File: config.mk
export PLATFORM = sky130hd
export DESIGN_NAME = bus_arbiter
export DESIGN_NICKNAME = d
export VERILOG_FILES = /design/src/rtl/bus_arbiter_pkg.sv /design/src/rtl/bus_arbiter_prio.sv /design/src/rtl/bus_arbiter.sv
export SDC_FILE = /design/constraint.sdc
export NUM_CORES = 1
export LEC_CHECK = 0
export CORE_AREA = 10 10 78 80
export DETAILED_ROUTE_END_ITERATION = 8
export DIE_AREA = 0 0 88 90
export PLACE_DENSITY_LB_ADDON = 0.1
export SETUP_SLACK_MARGIN = 0.3
export SLEW_MARGIN = 0
export SYNTH_ARGS = -nofsm -noshare
export SYNTH_HDL_FRONTEND = slang
export SYNTH_HIERARCHICAL = 1
export SYNTH_SLANG_ARGS = --single-unit
File: constraint.sdc
create_clock -name clock -period 3.9 [get_ports clock]
set_input_delay 0.78 -clock clock [delete_from_list [all_inputs] [get_ports clock]]
set_output_delay 0.78 -clock clock [all_outputs]
set_load 0.03 [all_outputs]
File: src/rtl/bus_arbiter_pkg.sv
// rtl/bus_arbiter_pkg.sv - shared types and default widths for the CPU/video bus arbiter
package bus_arbiter_pkg;

   localparam int ADDR_W_DEF        = 16;
   localparam int DATA_W_DEF        = 8;
   localparam int VID_MAX_BURST_DEF = 4;
   localparam int RUN_W             = 4;

   typedef enum logic [1:0] {
      IDLE = 2'd0,
      ADDR = 2'd1,
      DATA = 2'd2,
      DONE = 2'd3
   } state_t;

   typedef enum logic {
      OWN_CPU = 1'b0,
      OWN_VID = 1'b1
   } owner_t;

endpackage

File: src/rtl/bus_arbiter_prio.sv
// rtl/bus_arbiter_prio.sv - combinational grant decision; BUS_ARBITER_FAIRNESS_EN adds the video burst limit
module bus_arbiter_prio
   import bus_arbiter_pkg::*;
#(
   parameter int VID_MAX_BURST = VID_MAX_BURST_DEF
)(
   input  logic             cpu_req,
   input  logic             vid_req,
`ifdef BUS_ARBITER_FAIRNESS_EN
   input  logic [RUN_W-1:0] vid_run,
`endif
   output logic             grant,
   output owner_t           owner
);

   // The run counter is 4 bits wide, so the burst limit must fit in it.
   if (VID_MAX_BURST < 1 || VID_MAX_BURST > 15) begin : g_bad_burst
      $error("VID_MAX_BURST must be in 1..15");
   end

   logic cpu_turn;

   // Video wins ties unless it has used up its burst while the CPU waited.
   always_comb begin
      cpu_turn = 1'b0;
`ifdef BUS_ARBITER_FAIRNESS_EN
      cpu_turn = cpu_req && (vid_run == RUN_W'(VID_MAX_BURST));
`endif
      grant = cpu_req | vid_req;
      owner = (vid_req && !cpu_turn) ? OWN_VID : OWN_CPU;
   end

endmodule

File: src/rtl/bus_arbiter.sv
// rtl/bus_arbiter.sv - single-port RAM arbiter between 6502 CPU and video fetch; BUS_ARBITER_FAIRNESS_EN enables the burst limit
module bus_arbiter
   import bus_arbiter_pkg::*;
#(
   parameter int ADDR_W        = ADDR_W_DEF,
   parameter int DATA_W        = DATA_W_DEF,
   parameter int VID_MAX_BURST = VID_MAX_BURST_DEF
)(
   input  logic              clock,
   input  logic              reset,
   input  logic              cpu_req,
   input  logic              cpu_we,
   input  logic [ADDR_W-1:0] cpu_addr,
   input  logic [DATA_W-1:0] cpu_wdata,
   output logic              cpu_ack,
   output logic [DATA_W-1:0] cpu_rdata,
   input  logic              vid_req,
   input  logic [ADDR_W-1:0] vid_addr,
   output logic              vid_ack,
   output logic [DATA_W-1:0] vid_rdata,
   output logic [ADDR_W-1:0] mem_addr,
   output logic              mem_we,
   output logic [DATA_W-1:0] mem_wdata,
   input  logic [DATA_W-1:0] mem_rdata
);

   state_t state;
   state_t state_next;
   owner_t owner;
   owner_t grant_owner;
   logic   grant;
   logic   take;
   logic   is_write;
`ifdef BUS_ARBITER_FAIRNESS_EN
   logic [RUN_W-1:0] vid_run;
`endif

   bus_arbiter_prio #(
      .VID_MAX_BURST (VID_MAX_BURST)
   ) u_prio (
      .cpu_req (cpu_req),
      .vid_req (vid_req),
`ifdef BUS_ARBITER_FAIRNESS_EN
      .vid_run (vid_run),
`endif
      .grant   (grant),
      .owner   (grant_owner)
   );

   // State register.
   always_ff @(posedge clock) begin
      if (reset) begin
         state <= IDLE;
      end else begin
         state <= state_next;
      end
   end

   // Requests are only looked at in IDLE; the access phases run unconditionally.
   always_comb begin
      state_next = state;
      take       = 1'b0;
      case (state)
         IDLE: begin
            if (grant) begin
               state_next = ADDR;
               take       = 1'b1;
            end
         end
         ADDR:    state_next = DATA;
         DATA:    state_next = DONE;
         DONE:    state_next = IDLE;
         default: state_next = IDLE;
      endcase
   end

   // Latch the winner and present its access to the RAM; the write strobe lasts only for ADDR.
   always_ff @(posedge clock) begin
      if (reset) begin
         owner     <= OWN_CPU;
         is_write  <= 1'b0;
         mem_addr  <= '0;
         mem_we    <= 1'b0;
         mem_wdata <= '0;
      end else if (take) begin
         owner <= grant_owner;
         if (grant_owner == OWN_CPU) begin
            mem_addr  <= cpu_addr;
            mem_we    <= cpu_we;
            mem_wdata <= cpu_wdata;
            is_write  <= cpu_we;
         end else begin
            mem_addr <= vid_addr;
            mem_we   <= 1'b0;
            is_write <= 1'b0;
         end
      end else begin
         mem_we <= 1'b0;
      end
   end

   // RAM data is valid in DATA; route it to the owner, leaving cpu_rdata alone on writes.
   always_ff @(posedge clock) begin
      if (reset) begin
         cpu_rdata <= '0;
         vid_rdata <= '0;
      end else if (state == DATA) begin
         if (owner == OWN_VID) begin
            vid_rdata <= mem_rdata;
         end else if (!is_write) begin
            cpu_rdata <= mem_rdata;
         end
      end
   end

`ifdef BUS_ARBITER_FAIRNESS_EN
   // Count video grants taken while the CPU was kept waiting.
   always_ff @(posedge clock) begin
      if (reset) begin
         vid_run <= '0;
      end else if (take) begin
         if (grant_owner == OWN_CPU) begin
            vid_run <= '0;
         end else if (cpu_req) begin
            vid_run <= vid_run + RUN_W'(1);
         end
      end
   end
`endif

   assign cpu_ack = (state == DONE) && (owner == OWN_CPU);
   assign vid_ack = (state == DONE) && (owner == OWN_VID);

endmodule

==> results, run 1 <==
- Registers are responsible for 36.7% of the overall power.
- In the post-synthesis netlist, the biggest area contributors are sky130_fd_sc_hd__dfxtp_1 (48%), sky130_fd_sc_hd__mux2i_1 (9.0%), sky130_fd_sc_hd__a211oi_2 (8.6%), sky130_fd_sc_hd__nand2_1 (8.3%), sky130_fd_sc_hd__a21oi_1 (6.6%).
- The first global-routing pass estimated 8383 um of wire.
- The count of different cell masters after synthesis is 24.
- Using the TritonRoute via totals, the vias-per-cell ratio works out to 4.834.
- After synthesis, flip-flops and latches occupy 47.62% of the total area.
- Counting I/O delays and the setup requirement, the final critical path takes 2.593 ns.
- The number of core rows is 25.
- Cell internal power was estimated by the tool at 0.001045 W.
- The signal arrival time at the worst endpoint is 1.81 ns.
- The largest individual stage delay along the critical path comes from the cell sky130_fd_sc_hd__clkdlybuf4s50_1.
- The leakage power total is 1.080 nW.
- The effective utilization at floorplan is 41.14%.
- The clock power share is 15.8%.
- In this run the count of I/O pins placed on the die edge is 96.
- The delay contributed by the slowest stage of the critical path is 0.68 ns.
- Counting instances, the worst hold path has a depth of 2.
- The via count of the first global-routing pass was 1711.
- The worst reg2reg path depth is 5.
- The largest buffer count on any clock path is 2.
- The height of the die is 90 um.
- The final estimated routing congestion in global placement is 0.7503.
- In the final layout, the multi-input gates occupy 882.1 sq um.
- The total nets after synthesis is 263.
- The worst path uses 66.48% of the clock period.
- The first TritonRoute pass finished after 4 iterations.
- The total area of sequential cells is 900.9 sq um.
- The most used flip-flop cell after synthesis is sky130_fd_sc_hd__dfxtp_1.
- The actual transition at the worst max-transition pin is 0.9681 ns.
- After synthesis the netlist holds a flip-flop and latch count of 45.
- The post-CTS setup buffer count is 0.
- The number of I/O port buffers is 95.
- The clock root buffer master is sky130_fd_sc_hd__clkbuf_8.
- The commonest cells after synthesis are sky130_fd_sc_hd__dfxtp_1 (45), sky130_fd_sc_hd__nand2_1 (42), sky130_fd_sc_hd__a21oi_1 (25).
- In this run the power spent charging and discharging nets is 0.0007080 W.
- For the worst-skew pair, the clock arrives at the later sink with an insertion delay of 0.29 ns.
- The worst setup path is of the flop to output port kind.
- The run finished with clean final reports.
- Derived from the worst setup path, the maximum achievable clock frequency is 385.7 MHz.
- The number of cells upsized or downsized after cts is 0.
- The worst setup path is captured at an output port.
- IR analysis of the VDD net gives a maximum drop of 0.3749 mV.
- The average footprint of a synthesized cell is 9.139 sq um.
- The share of layout cells above drive strength 1 is 8.108%.
- The signal on the critical path passes through and2_1 -> clkdlybuf4s50_1.
- Across all layers, the routed design uses 1692 vias.
- The synthesized netlist occupies a cell area of 1892 sq um.
- The cell count along the critical path is 2.
- The routed design has 5225 um of wire.
- After detailed routing, the number of remaining DRC violations is 0.
- The share of total power consumed by net switching is 40.40%.
- The placeable core region is 4598 sq um.
- The number of synthesized flops with an enable pin is 0.
- The filler cells instantiated in the layout total 399.
- For this run the aggregate overflow at the end of global routing stands at 0.
- The number of slew-limit violations in the final report came to 0.
- In the synthesized netlist the async set-or-reset flop fraction comes to 0%.
- Setup repair after global routing left no endpoint under its margin.
- TritonCTS created 5 clock buffers.
- The Yosys step of the flow raised 6 warnings.
- The HPWL reported at the end of detailed placement is 3963 um.
- The required time of the worst setup path is 3.12 ns.
- In the final timing run, aggregate negative setup slack is 0 ns.
- In this run the worst path has a maximum fanout of 14.
- Cells fill 63.10% of the core in the end.
- The count of final setup violators is 0.
- The number of hold violations in the final report is 0.
- Measured against its own limit, the worst slew margin works out to 35.46%.
- The number of cells produced by synthesis is 207.
- Summed over all instances, the cell type with the most area after synthesis is sky130_fd_sc_hd__dfxtp_1.
- The number of antenna violations at the first check in global routing is 0.
- The area growth from synthesis to layout is 53.37%.
- The H-tree generated during clock tree synthesis spans 2 levels.
- The max-cap violation count is 0.
- The leading cell type by number of instances after synthesis is sky130_fd_sc_hd__dfxtp_1.
- For this block, the initial DRC count from the detailed router was 106.
- The aggregate global-route resource usage is 12.94%.
- In this run the horizontal extent of the chip is 88 um.
- The top-area cell type share of the netlist area is 47.62%.
- The power density of the placed cells is 604.0 nW/um^2.
- Combinational cells account for 47.6% of the total power.
- Broken down by cell family, the worst path's largest delay share belongs to buffers and inverters.
- Clock tree synthesis found a total of 45 sinks.
- 0 antenna diodes ended up in the layout.
- The worst hold path belongs to the class flop to flop.
- The die outline area is 7920 sq um.
- Between clock sinks in the finished design, the worst skew comes to 0.002181 ns.
- The TritonCTS clock tree is done.
- Counting both buffers and inverters, the worst setup path holds a total of 1.
- The pin count of the biggest net entering global routing is 46.
- The number of buffers inserted for hold repair after clock tree synthesis is 0.
- In this run the remaining antenna-violating nets after routing total 0.
- The worst setup path is launched from a flop.
- Clock-pin slew was measured on the worst setup and hold paths at 0.08 ns.
- In the final routed layout, each cell accounts on average for 14.93 um.
- The number of nets at the end of the flow is 351.
-- cell type report --
type	instances	share of cell area (%)
Multi-Input combinational cell	144	30.40
Timing Repair Buffer	97	33.12
Clock buffer	6	2.501
Sequential cell	45	31.05
Inverter	2	0.2587
Tap cell	54	2.329
Clock inverter	2	0.3450
-- layer usage --
| layer | track usage, % | vias to the layer above | routed length [um] | share of wire [%] |
|---|---|---|---|---|
| met2 | 19.60 | 58 | 2334 | 45 |
| li1 | - | 872 | - | - |
| met3 | 5.505 | 8 | 530 | 10 |
| met1 | 15.72 | 754 | 2288 | 44 |
| met5 | 0 | - | 0 | 0 |
| met4 | 4.787 | 0 | 72 | 1.4 |
-- flip-flops by register name, summed over array words and instances, names as in the netlist --
name / flops
is_write: 1
cpu_rdata: 8
mem_wdata: 8
state: 2
vid_rdata: 8
mem_addr: 16
mem_we: 1
owner: 1
-- tightest hold or removal path: cells and delay by family, from the launching register on --
| kind | cells | cell delay [ns] |
|---|---|---|
| flops | 1 | 0.31 |
| simple gates | 1 | 0.05 |
| compound gates | 1 | 0.05 |
-- path summary, 6_finish.rpt --
path,start,to,slack (ns)
worst min-delay path,cpu_rdata[2],cpu_rdata[2],0.46
worst max-delay path,owner,vid_ack,1.31
worst min register to register,cpu_rdata[2],cpu_rdata[2],0.46
worst max register to register,state[0],cpu_rdata[7],2.19
-- power groups by stage --
stage	Combinational, W	Clock [W]	Sequential, W
after floorplan	0.000387	0	0.000829
after global placement	0.000835	0	0.000650
after detailed placement	0.000842	0	0.000655
after CTS	0.000846	0.000287	0.000645
after global routing	0.000908	0.000304	0.000660
final	0.000834	0.000276	0.000643
-- cells by family (layout without fill, tap and decap cells) --
kind of cell / count (synthesis) / count (layout) / synth area share, %
flip-flops: 45 / 45 / 47.62
multiplexers: 17 / 17 / 8.995
AO/OA/AOI/OAI: 43 / 43 / 17.06
buffers and inverters: 18 / 107 / 5.754
adder cells (fa/ha/maj): 3 / 3 / 1.984
AND/OR/NAND/NOR: 81 / 81 / 18.59
-- cell usage in the layout (no fill, tap or decap), types with 2 or more instances in the layout --
cell / Yosys / final
sky130_fd_sc_hd__and2_1: 2 / 2
sky130_fd_sc_hd__a211oi_1: 4 / 4
sky130_fd_sc_hd__nand2b_1: 2 / 2
sky130_fd_sc_hd__clkbuf_8: 0 / 5
sky130_fd_sc_hd__mux2i_1: 17 / 17
sky130_fd_sc_hd__nor2_1: 21 / 21
sky130_fd_sc_hd__clkinv_2: 0 / 2
sky130_fd_sc_hd__a21oi_1: 25 / 25
sky130_fd_sc_hd__ha_1: 3 / 3
sky130_fd_sc_hd__buf_4: 4 / 2
sky130_fd_sc_hd__dfxtp_1: 45 / 45
sky130_fd_sc_hd__inv_1: 2 / 2
sky130_fd_sc_hd__clkdlybuf4s50_1: 0 / 94
sky130_fd_sc_hd__nand2_1: 42 / 42
sky130_fd_sc_hd__nand3_1: 8 / 8
sky130_fd_sc_hd__a211oi_2: 13 / 13
-- metrics by stage --
stage               power, W  instance area, sq um  std cells  hold slack, ns  worst slack [ns]
global route        0.001871                  2902        350          0.4758             1.195
global placement    0.001485                  2819        342          0.4415             1.625
detailed placement  0.001497                  2819        342          0.4487             1.567
finish              0.001753                  2902        350          0.4558             1.307
CTS                 0.001777                  2902        350          0.4594             1.296
floorplan           0.001216                  1892        207          0.4696             2.133
(Power assumes the default switching activity.)
==> inputs of run 2 (changes only) <==
--- a/config.mk
+++ b/config.mk
@@ -5,9 +5,9 @@
 export SDC_FILE = /design/constraint.sdc
 export NUM_CORES = 1
 export LEC_CHECK = 0
-export CORE_AREA = 10 10 78 80
+export CORE_AREA = 10 10 80 82
 export DETAILED_ROUTE_END_ITERATION = 8
-export DIE_AREA = 0 0 88 90
+export DIE_AREA = 0 0 90 92
 export PLACE_DENSITY_LB_ADDON = 0.1
 export SETUP_SLACK_MARGIN = 0.3
 export SLEW_MARGIN = 0
==> constraint.sdc (replaced) <==
create_clock -name clock -period 2.61 [get_ports clock]
set_input_delay 0.522 -clock clock [delete_from_list [all_inputs] [get_ports clock]]
set_output_delay 0.522 -clock clock [all_outputs]
set_load 0.03 [all_outputs]
==> run 2 against run 1 <==
  * Critical path depth increased by 1
  * Global-route usage fell by 0.38 points
  * Sequential share of layout area is 0.38 points lower
  * Design area grew 1.4%
  * Non-clock buffer count grew 2
  * Wire length is 0.46% higher
  * Largest cell class unchanged
  * Highest routed layer unchanged
==> results, run 2 (same netlist as run 1, synthesis figures left out) <==
- The flow ran to the end, and the final reports show no timing, DRC or antenna violations.
- The minimum hold slack is 0.4550 ns.
- The first global-routing pass estimated 8749 um of wire.
- The antenna diode instance count is 0.
- During I/O placement, the number of pins put on the boundary was 96.
- The fmax is 452.1 MHz.
- The final setup skew is 0.003381 ns.
- The worst hold path begins at vid_rdata[1].
- The number of I/O port buffers is 95.
- Once detailed placement completed, the half-perimeter wirelength came to 4124 um.
- The library cells used most frequently in the layout, excluding fill and tap cells, are sky130_fd_sc_hd__clkdlybuf4s50_1 (94), sky130_fd_sc_hd__dfxtp_1 (44), sky130_fd_sc_hd__nand2_1 (42).
- The worst min-delay path endpoint is vid_rdata[1].
- The area growth from synthesis to layout is 55.49%.
- The width of the die is 90 um.
- The worst setup path is captured at an output port.
- The clock transition at the register clock pins on the worst setup and hold paths after CTS is 0.08 ns.
- The max-cap violation count is 0.
- The number of antenna violations at the first check in global routing was 0.
- In this run the worst path has a maximum fanout of 4.
- The required time of the worst setup path is 2.09 ns.
- The total global routing overflow is 0.
- The hold-critical path depth is 2.
- Setup violations remaining at the end of the flow were counted as 0.
- Cell internal power was estimated by the tool at 0.001590 W.
- The clock drives 45 sinks.
- At the end of routability-driven placement, the weighted congestion stood at 0.7918.
- The clock latency of the later-clocked register in the worst-skew pair is 0.29 ns.
- Net switching is 40.02% of the power.
- The worst reg2reg path endpoint is cpu_rdata[3].
- The largest buffer count on any clock path is 2.
- In this run the remaining antenna-violating nets after routing total 0.
- The signal arrival time at the worst endpoint is 1.69 ns.
- The finished cells cover 2942 sq um.
- The number of core rows is 26.
- The number of nets at the end of the flow is 353.
- The worst hold path belongs to the class flop to flop.
- The worst slew margin relative to its limit is 65.65%.
- For the pin with the worst max-slew slack, the measured transition is 0.5130 ns.
- Leaving out fill and tap cells, the most frequent cell in the layout is sky130_fd_sc_hd__clkdlybuf4s50_1.
- The flip-flop count of the largest register, all copies and words added is 16.
- The clock power share is 16.1%.
- The kind of critical path is flop to output port.
- In this run the power density over the cells is 901.0 nW/um^2.
- The via count of the first global-routing pass is 1758.
- From bottom edge to top edge, the die measures 92 um.
- The placed instances occupy a cell area of 2854 sq um.
- The element type at the critical path start is a flop.
- The clock root buffer master is sky130_fd_sc_hd__clkbuf_8.
- The analysis attributes to cell leakage a power of 1.089 nW.
- The floorplan step defined a core boundary enclosing 4912 sq um.
- The instance count after placement with tap cells included is 360.
- The number of slew-limit violations in the final report is 0.
- The share of layout cells above drive strength 1 is 8.754%.
- Leaving out filler cells and counting taps, the final layout contains 367.
- In this run, CTS created clock tree buffers numbering 5.
- The count of TritonRoute iterations in the first routing pass is 4.
- More flip-flops sit in one register than any other, and that register is mem_addr.
- The sum of routed wire length over all layers is 5249 um.
- In the final routed layout, each cell accounts on average for 14.30 um.
- The aggregate global-route resource usage is 12.56%.
- The critical path starts at state[1].
- The number of hold violations in the final report is 0.
- The minimum period implied by the final worst setup slack is 2.212 ns.
- The number of H-tree branching levels is 2.
- Combinational logic is responsible for 47.5% of the overall power.
- Dividing the detail-routed via count by the number of cells gives 4.703.
- Across all register-to-register paths, the minimum setup slack is 0.94 ns.
- VDD sags by at most 0.5812 mV.
- For this configuration, the core starts out at a cell density of 38.51%.
- The die outline area is 8280 sq um.
- Setup repair after global routing left no endpoint under its margin.
- The detailed router finished its first iteration with 51 violations.
- Entering global routing, the biggest net connects 33 pins.
- TritonCTS built the clock tree.
- The detailed router placed 1726 vias in this run.
- Of the total power, registers draw 36.4%.
- The share of the cycle needed by the critical path after routing is 84.74%.
- The number of cells on the worst reg-to-reg path is 5.
- After clock tree synthesis, the flow added hold-fix buffers numbering 0.
- Setup total negative slack on the finished layout was measured at 0 ns.
- In this run the power spent charging and discharging nets is 0.001061 W.
- In this run the critical register-to-register path is launched from state[0].
- The DRC violations left is 0.
==> run 2: cell count changes in the layout (fill, tap and decap cells not counted), sizes merged <==
| cell | previous run | this run |
|---|---|---|
| clkbuf | 6 | 7 |
| buf | 3 | 5 |
| clkinv | 2 | 0 |
==> run 2: critical path: stages, from the launching register on <==
cell and delay, ns:
sky130_fd_sc_hd__dfxtp_1 0.39, sky130_fd_sc_hd__ha_1 0.20, sky130_fd_sc_hd__nor2b_1 0.13, sky130_fd_sc_hd__clkdlybuf4s50_1 0.68
==> run 2: metal layers <==
metal	share of wire (%)	vias to the layer above	track usage, %
li1	-	878	-
met1	43	787	14.55
met2	49	55	21.55
met3	6.5	6	4.808
met4	0.88	0	2.785
met5	0	-	0
==> run 2: final cells by class <==
cell class / count / area [sq um]
fill: 459 / 1971
timing repair buffer: 99 / 975.9
sequential: 45 / 902.1
multi-input combinational: 144 / 882.1
tap: 70 / 87.58
clock buffer: 7 / 86.33
inverter: 2 / 7.507
==> run 2: worst max path at each step <==
stage	slack [ns]	to	depth (start not counted)
2_1_floorplan	1.10	owner	6
3_3_place_gp	0.58	mem_addr[1]	6
3_5_place_dp	0.53	mem_addr[1]	6
4_1_cts	0.39	cpu_ack	3
5_1_grt	0.32	cpu_ack	3
6_report	0.40	cpu_ack	3
==> run 2: timing repair <==
item / 4_1_cts / 5_1_grt
endpoints found under the setup margin: 1 / 0
resized for setup: 1 / 0
setup buffers: 0 / 0
==> run 2: power by group through the flow <==
stage	Clock [W]	Sequential [W]	Combinational (W)
floorplan	0	0.00124	0.000579
global placement	0	0.000973	0.00126
detailed placement	0	0.000977	0.00128
CTS	0.000444	0.000966	0.00128
global route	0.000473	0.000988	0.00137
finish	0.000426	0.000965	0.00126
==> run 2: per-stage QoR <==
step	total power (W)	setup WS, ns	utilization, %
after global routing	0.002828	0.3194	59.88
after CTS	0.002693	0.3865	59.88
after global placement	0.002231	0.5850	58.10
after detailed placement	0.002254	0.5292	58.10
final	0.002650	0.3982	59.88
after floorplan	0.001817	1.101	-
==> inputs of run 3 (changes only) <==
--- a/config.mk
+++ b/config.mk
@@ -5,9 +5,9 @@
 export SDC_FILE = /design/constraint.sdc
 export NUM_CORES = 1
 export LEC_CHECK = 0
-export CORE_AREA = 10 10 80 82
+export CORE_AREA = 10 10 84 86
 export DETAILED_ROUTE_END_ITERATION = 8
-export DIE_AREA = 0 0 90 92
+export DIE_AREA = 0 0 94 96
 export PLACE_DENSITY_LB_ADDON = 0.1
 export SETUP_SLACK_MARGIN = 0.3
 export SLEW_MARGIN = 0
==> constraint.sdc (replaced) <==
create_clock -name clock -period 1.9 [get_ports clock]
set_input_delay 0.38 -clock clock [delete_from_list [all_inputs] [get_ports clock]]
set_output_delay 0.38 -clock clock [all_outputs]
set_load 0.03 [all_outputs]
==> run 3 against run 2 <==
  * First-iteration DRC count fell by 14%
  * Critical path depth is 2 higher
  * Via count down 1.0%
  * Design area up 0.51%
  * Core utilization down 5.2 points
  * Power is 40% higher
  * Critical endpoint is now mem_addr[2]
  * Largest cell class unchanged
==> results, run 3 (same netlist as run 1, synthesis figures left out) <==
- The worst register-to-register path begins at state[0].
- The worst setup path startpoint is vid_req.
- Leaving out fill and tap cells, the most frequent cells in the layout are sky130_fd_sc_hd__clkdlybuf4s50_1 (51), sky130_fd_sc_hd__dfxtp_1 (44), sky130_fd_sc_hd__nand2_1 (42).
- The TritonCTS clock tree is done.
- The critical path crosses 5 cells after its start point.
- No sink is reached through more buffers than the 2 on the longest clock path.
- The library cell used most frequently in the layout, excluding fill and tap cells, is sky130_fd_sc_hd__clkdlybuf4s50_1.
- The first routing iteration left 44 violations.
- Along the worst path, the maximum fanout reaches 16.
- The number of slew-limit violations in the final report was 0.
- The clock power share is 18.4%.
- The aggregate global-route resource usage is 11.66%.
- The placeable core region is 5405 sq um.
- The clock transition at the register clock pins on the worst setup and hold paths after CTS is 0.08 ns.
- The internal portion of the total power is 0.002244 W.
- The via count of the first global-routing pass is 1690.
- The worst setup slack for register-to-register paths is 0.46 ns.
- STA classifies the critical path startpoint as an input pin.
- The number of antenna violations at the first check in global routing came to 0.
- The number of core rows is 27.
- The worst pin sits at a relative slew slack of 69.67%.
- Along the worst hold path, the cell count comes to 2.
- The power density of the placed cells is 1259 nW/um^2.
- The final layout contains 356 nets.
- Counting cells, the worst reg-to-reg path comes to 5.
- The final cell count without fillers is 372.
- After routing, the total negative slack on setup checks comes to 0 ns.
- The proportion of power drawn by flip-flops and latches is 34.6%.
- The mean number of vias per cell is 4.591.
- Counting the fill cells in the layout gives 543.
- The minimum period implied by the final worst setup slack is 1.542 ns.
- The share of the cycle needed by the critical path after routing is 81.17%.
- Together, buffers and inverters on the worst path number 2.
- At the later pin of the worst-skew pair, clock insertion delay measures 0.29 ns.
- The die outline area is 9024 sq um.
- The register name with the most flops is mem_addr.
- The critical path goes through clkdlybuf4s50_1 -> or2_1 -> and2_2 -> clkbuf_16 -> a211oi_1.
- The HPWL reported at the end of detailed placement is 4323 um.
- The number of vias in the routed layout is 1708.
- The delay contributed by the slowest stage of the critical path is 0.41 ns.
- The actual transition at the worst max-transition pin is 0.4550 ns.
- After detailed routing, the number of remaining DRC violations is 0.
- The required time of the worst setup path is 2.11 ns.
- The number of buffers created by CTS is 5.
- Entering global routing, the biggest net connects 33 pins.
- The effective utilization at floorplan is 35.00%.
- The worst register-to-register path ends at mem_addr[2].
- The count of TritonRoute iterations in the first routing pass is 4.
- The width of the die is 94 um.
- The run finished with clean final reports.
- The analysis attributes to cell leakage a power of 1.297 nW.
- The flip-flop count of the largest register, all copies and words added is 16.
- Net switching is 39.71% of the power.
- After detailed routing, the total wire length is 5497 um.
- Setup repair after global routing could not meet its margin everywhere.
- Max-cap violations in this run came to 0.
- The path category of the worst min-delay check is flop to flop.
- The average wire per standard cell is 14.78 um.
- The cell family contributing the most delay on the critical path is buffers and inverters.
- The H-tree was split into 2 levels.
- The detail route stage leaves a number of antenna-violating nets equal to 0.
- Cells with a size suffix above 1 make up 11.00% of the layout.
- The total global routing overflow is 0.
- The clock drives 45 sinks.
- The tree is rooted in a sky130_fd_sc_hd__clkbuf_8.
- Routability-driven placement finished with a final weighted congestion of 0.7360.
- The instance count after placement with tap cells included is 364.
- In this run the power spent charging and discharging nets is 0.001478 W.
- The combinational share of power is 47.0%.
- The count of buffers added on input and output ports is 95.
- The number of hold violations in the final report came to 0.
- The first global-routing pass estimated 8321 um of wire.
- The count of final setup violators is 0.
- The signal arrival time at the worst endpoint is 1.75 ns.
- In this run the vertical extent of the chip is 96 um.
- The antenna diode instance count is 0.
- In this run the count of I/O pins placed on the die edge is 96.
- VDD sags by at most 0.6031 mV.
- The master of the slowest instance on the critical path is sky130_fd_sc_hd__clkdlybuf4s50_1.
- The critical path is of the input pin to flop type.
- STA classifies the critical path endpoint as a flop.
- Derived from the worst setup path, the maximum achievable clock frequency is 648.4 MHz.
- The area growth from synthesis to layout is 56.28%.
- Across the routed clock network, the largest skew measured is 0.008669 ns.
- For this design, the CTS-stage hold fixing added 0 buffers.
- Following the worst setup path forward leads to its endpoint at mem_addr[2].
-- run 3: timing repair --
action / CTS / global route
setup endpoints to repair: 43 / 5
gates resized for setup: 49 / 5
buffers inserted: 0 / 0
cloned: 0 / 1
-- run 3: final cells by class --
cell class	instances	area (sq um)	area share (%)
clock buffers	5	68.82	2.328
well taps	72	90.09	3.047
inverters	2	7.507	0.2539
flip-flops and latches	45	902.1	30.51
repair buffers	102	969.7	32.80
multi-input cells	144	883.3	29.88
clock inverters	2	35.03	1.185
-- run 3: stage by stage --
step | hold WS, ns | utilization (%) | instance area (sq um) | worst slack (ns) | power (W)
after CTS | 0.4559 | 54.26 | 2933 | 0.2070 | 0.003696
final | 0.4522 | 54.70 | 2957 | 0.3578 | 0.003722
after global placement | 0.4430 | 53.36 | 2884 | 0.09189 | 0.003124
after detailed placement | 0.4463 | 53.36 | 2884 | 0.06405 | 0.003141
after global routing | 0.4668 | 54.70 | 2957 | 0.2948 | 0.003964
after floorplan | 0.4696 | - | 1892 | 0.5334 | 0.002496
-- run 3: layer usage --
| layer | track usage [%] | share of wire, % | vias to the layer above |
|---|---|---|---|
| li1 | - | - | 884 |
| met1 | 12.14 | 41 | 766 |
| met2 | 20.74 | 51 | 50 |
| met3 | 4.825 | 7.4 | 8 |
| met4 | 4.177 | 1.3 | 0 |
| met5 | 0 | 0 | - |
-- run 3: how the worst min path moves through the flow --
stage	slack, ns	end	startpoint
after detailed placement	0.45	cpu_rdata[7]	cpu_rdata[7]
after global routing	0.47	vid_rdata[4]	vid_rdata[4]
final	0.45	cpu_rdata[5]	cpu_rdata[5]
after CTS	0.46	cpu_rdata[7]	cpu_rdata[7]
after floorplan	0.47	is_write	is_write
after global placement	0.44	vid_rdata[5]	vid_rdata[5]
-- run 3: worst min-delay path, stage by stage (launching register included) --
cell	delay [ns]
sky130_fd_sc_hd__dfxtp_1	0.31
sky130_fd_sc_hd__nand2_1	0.05
sky130_fd_sc_hd__a21oi_1	0.05
-- run 3: power groups by stage --
| stage | logic (W) | registers (W) | clock network [W] |
|---|---|---|---|
| after floorplan | 0.000795 | 0.00170 | 0 |
| after detailed placement | 0.00183 | 0.00132 | 0 |
| after global placement | 0.00181 | 0.00131 | 0 |
| final | 0.00175 | 0.00129 | 0.000684 |
| after CTS | 0.00169 | 0.00129 | 0.000712 |
| after global routing | 0.00189 | 0.00132 | 0.000752 |
